### src/rtl/counter_track.sv
// Per-channel expectation tracker. Holds the value the channel should show
// next cycle and flags when the observed value departs from it. The
// expectation is always re-derived from the observed value, so a glitch is
// reported on departure and again on return, never cascading further.
module counter_track #(
    parameter int WIDTH = 8,
    parameter int STEP  = 1
) (
    input  logic             clk,
    input  logic             rst,
    input  logic             i_load,
    input  logic [WIDTH-1:0] i_cnt,
    output logic             o_mismatch
);

    localparam logic [WIDTH-1:0] STEP_V = WIDTH'(STEP);

    logic [WIDTH-1:0] r_exp;
    logic [WIDTH-1:0] w_nextExp;

    assign w_nextExp  = i_cnt + STEP_V;
    assign o_mismatch = (i_cnt != r_exp);

    // Expected-value register: reload from the observed count whenever the
    // owning FSM samples this cycle, with the sum wrapping modulo 2^WIDTH.
    always_ff @(posedge clk or negedge rst) begin
        if (!rst) begin
            r_exp <= '0;
        end else if (i_load) begin
            r_exp <= w_nextExp;
        end
    end

endmodule

### config.mk
export PLATFORM = sky130hd
export DESIGN_NAME = counter_track
export DESIGN_NICKNAME = d
export VERILOG_FILES = /design/src/rtl/counter_track.sv
export SDC_FILE = /design/constraint.sdc
export NUM_CORES = 1
export LEC_CHECK = 0
export ABC_AREA = 1
export CAP_MARGIN = 20
export CORE_MARGIN = 5
export CORE_UTILIZATION = 30
export CTS_CLUSTER_SIZE = 25
export DETAILED_ROUTE_END_ITERATION = 12
export HOLD_SLACK_MARGIN = 0.03
export PLACE_DENSITY = 0.6
export SLEW_MARGIN = 20
export SYNTH_ARGS = -nofsm -noshare
export SYNTH_HDL_FRONTEND = slang
export SYNTH_SLANG_ARGS = --single-unit
### constraint.sdc
create_clock -name clk -period 1.4 [get_ports clk]
set_input_delay 0.28 -clock clk [delete_from_list [all_inputs] [get_ports clk]]
set_output_delay 0.28 -clock clk [all_outputs]
set_load 0.005 [all_outputs]
Word level (Yosys, flattened, before mapping) --
Cells that the tools add are included. Widths: inputs -> output; s select.
Storage, ports and cells: memories kept 0, output and inout bits 1, logic and storage cells 3, bits of input ports 11, flip-flop bits (word level) 8, bits in latches 0, ROM bits 0, RAM bits 0
Operators by class: $add $sub $neg 1, div/mod/pow operators 0, reductions and logical operators 0, shift-type cells 0, $mul 0, bitwise gates (word level) 0, eq/ne operators 1, magnitude comparators 0, muxes and demuxes 0
Operators with widths (count):
- $add 8x1->8 const B | 1
- $ne 8x8->1 | 1

Logic depth before layout (Yosys ltp) --
word-level depth 1, depth in mapped cells 6, mapped depth without buffers 6

Worst setup path after synthesis --
Ideal clock, no wire load.
path type flip-flop to output port, from register r_exp[1], to output port o_mismatch, buffers on the path 0, cell stages (with the launch flop) 5, arrival 0.702 ns, slack 0.418 ns, required time 1.120 ns, path through dfrtp_1 -> xnor2_1 -> nand2_1 -> nor2_1 -> nand2_1
Between the ends: word-level cells in the longest chain between the ends 1
RTL lines:
- start, declared | RTL line 18 | logic [WIDTH-1:0] r_exp;
- start signal, assigned | RTL line 30 | r_exp <= w_nextExp;
- $ne 8x8->1 | RTL line 22 | assign o_mismatch = (i_cnt != r_exp);
- end, declared | RTL line 13 | output logic o_mismatch
No other way between the ends.

Worst setup path after layout --
from register r_exp[4], to output port o_mismatch
Same word-level chain as after synthesis.

==> summary.txt <==
number of synthesized register bits: 8
fin. max-slew vios: 0
die area: 2740 um2
antenna-violating nets left: 0
combinational power share: 0.270
DR WL/cell: 10.5 um
Hold Crit Class: input port to async pin
die height: 52.3 um
Post-CTS Hold Fix Bufs: 0
switching share of power: 0.294
DRC viols: 0
top-area cell type share of the netlist area: 0.373
critical path class: flop to output port
Biggest register: r_exp
unrepaired setup endpoints after global routing: true
largest delay contributor family on the critical path: flip-flops
hold_ws: 0.316 ns
IO Port Bufs: 11
hpwl dp: 1.09 mm
relative max-transition margin: 0.726
Crit. End Element: output port
sw power: 0.185 mW
share of cells above drive strength 1: 0.216
Die X: 52.3 um
post-layout util: 0.459
NumNets Final: 116
Worst EP arrival: 1.15 ns
final setup fails: 1
vias post-DR: 570
total core area: 1710 um2
Placement Setup Slack: -0.480 ns
Max clock buf depth: 2
failing checks: setup timing
Syn Nets: 88
Slew @ Worst Pin: 0.410 ns
RD Place Congestion: 0.782
Most Frequent Cell on Critical Path: nand2_1
Starting DRT DRC Count: 9
kind of start point of the critical path: flop
setup ws final: -0.0314 ns
worst path required time: 1.12 ns
CP max FO: 2
register area share after synthesis: 0.373
Clock Sinks: 8
fillcell total: 175
Cells after Synth: 76
Max Cap Viol: 0
FMAX: 699 MHz
post-route minimum period: 1.43 ns
PwrDens: 802 nW/um2
CP max-delay cell: dfrtp_1
top cells by area, synth: dfrtp_1 (37%), nand2_1 (21%), xnor2_1 (9.8%)
Clock Latency Late Sink: 0.25 ns
CP cell instances: xnor2_2, nand2_1, nor2_1, nand2_1, buf_2
number of CTS-inserted buffers: 3
antenna fix cells: 0
Clk pwr share: 0.298
CTS tree: built
drt first pass iters: 4
vias in the first global route: 527
via density per instance: 4.49
# rows: 15
max reg flops: 8
Mapped Area: 537 um2
Max stage delay on crit path: 0.40 ns
leakage: 0.386 nW
Initial Util: 0.314
status: complete, but fails checks
final hold viol count: 0
WL final: 1.34 mm
most frequent cells in the layout: nand2_1 (30), buf_4 (13), nand3_1 (8), dlygate4sd2_1 (8), dfrtp_1 (8)
Peak VDD IR: 0.424 mV
GR Overflow Total: 0
setup clock skew after layout: 0 ns
Avg Synthesized Cell Area: 7.06 um2
area grow syn2layout: 45.9%
# IOs: 12
largest net degree at the start of global routing: 9
global-route wire length before repair: 2.21 mm
most common cell after layout, fill and taps aside: nand2_1
worst path bufs/invs: 1
Synth area leader: dfrtp_1
Root Driver: clkbuf_4
Netlist cell types: 16
Post-CTS Setup Bufs: 0
GRT Util Overall: 0.117
fraction of the cycle the final worst path needs: 1.02
Worst-path clk slew: 0.06 ns
Yosys warnings: 0
Top Registers: r_exp (8)
Pint: 0.444 mW
H-tree depth: 1
initial antenna violation count: 0
sequential fraction of design power: 0.431
==> cell families (layout without fill, tap and decap cells) <==
group / count (synthesis) / count (layout) / share of synthesized area
AOI/OAI and AO/OA: 6 / 6 / 0.0722
and+or+nand+nor: 48 / 48 / 0.378
DFF: 8 / 8 / 0.373
buffers and inverters: 7 / 33 / 0.0559
xor gates and xnor gates: 6 / 6 / 0.0979
adders and majority gates: 1 / 1 / 0.0233
==> Yosys cell counts <==
master / count
o22ai_1: 1
o21bai_1: 3
nand2_1: 30
ha_1: 1
nor2_1: 5
o21ai_1: 1
o21ai_0: 1
inv_1: 5
nand3_1: 8
buf_4: 1
nor2_2: 2
nand2_2: 1
nand4_1: 2
xnor2_1: 6
inv_2: 1
dfrtp_1: 8
==> metrics by stage <==
step	power (mW)	setup TNS, ns	instance area (um2)	instances
after floorplan	0.355	0	537	76
after global placement	0.446	-0.960	768	124
after detailed placement	0.452	-1.06	768	124
after CTS	0.636	-0.0733	783	127
after global routing	0.672	-0.101	783	127
final	0.628	-0.0314	783	127
==> metal layers <==
metal	wire length (um)	GRT usage	share of wire
met3	60	0.0399	0.045
met1	596	0.135	0.45
met2	668	0.186	0.50
met5	0	0	0
met4	13	0.0638	0.0097
==> final cells by class <==
class                           instances  area (um2)  share of cell area
Tap cell                               25        31.3              0.0399
Timing Repair Buffer                   24         193               0.246
Multi-Input combinational cell         61         314               0.401
Clock buffer                            3        22.5              0.0288
Sequential cell                         8         200               0.256
Inverter                                6        22.5              0.0288
==> power by group through the flow <==
stage                     clock network (mW)  registers [mW]  logic, mW
after floorplan                            0           0.271     0.0844
after global placement                     0           0.273      0.173
final                                  0.187           0.271      0.170
after CTS                              0.192           0.271      0.173
after detailed placement                   0           0.275      0.177
after global routing                   0.207           0.274      0.191
==> path summary, 6_finish.rpt <==
kind	cells past startpoint	slack, ns	from	endpoint
worst min-delay path	1	0.32	rst	r_exp[7]$_DFFE_PN0P_
max in group asynchronous	1	0.79	rst	r_exp[1]$_DFFE_PN0P_
min in group clk	2	0.50	r_exp[1]$_DFFE_PN0P_	r_exp[1]$_DFFE_PN0P_
worst max-delay path	5	-0.03	r_exp[4]$_DFFE_PN0P_	o_mismatch
worst min register to register	2	0.50	r_exp[1]$_DFFE_PN0P_	r_exp[1]$_DFFE_PN0P_
worst max register to register	3	0.66	r_exp[2]$_DFFE_PN0P_	r_exp[2]$_DFFE_PN0P_
==> timing repair <==
item,4_1_cts,5_1_grt
pin swaps,3,1
resized for setup,13,0
endpoints found under the setup margin,1,1
No activity file was read; power rests on OpenSTA's default activity.
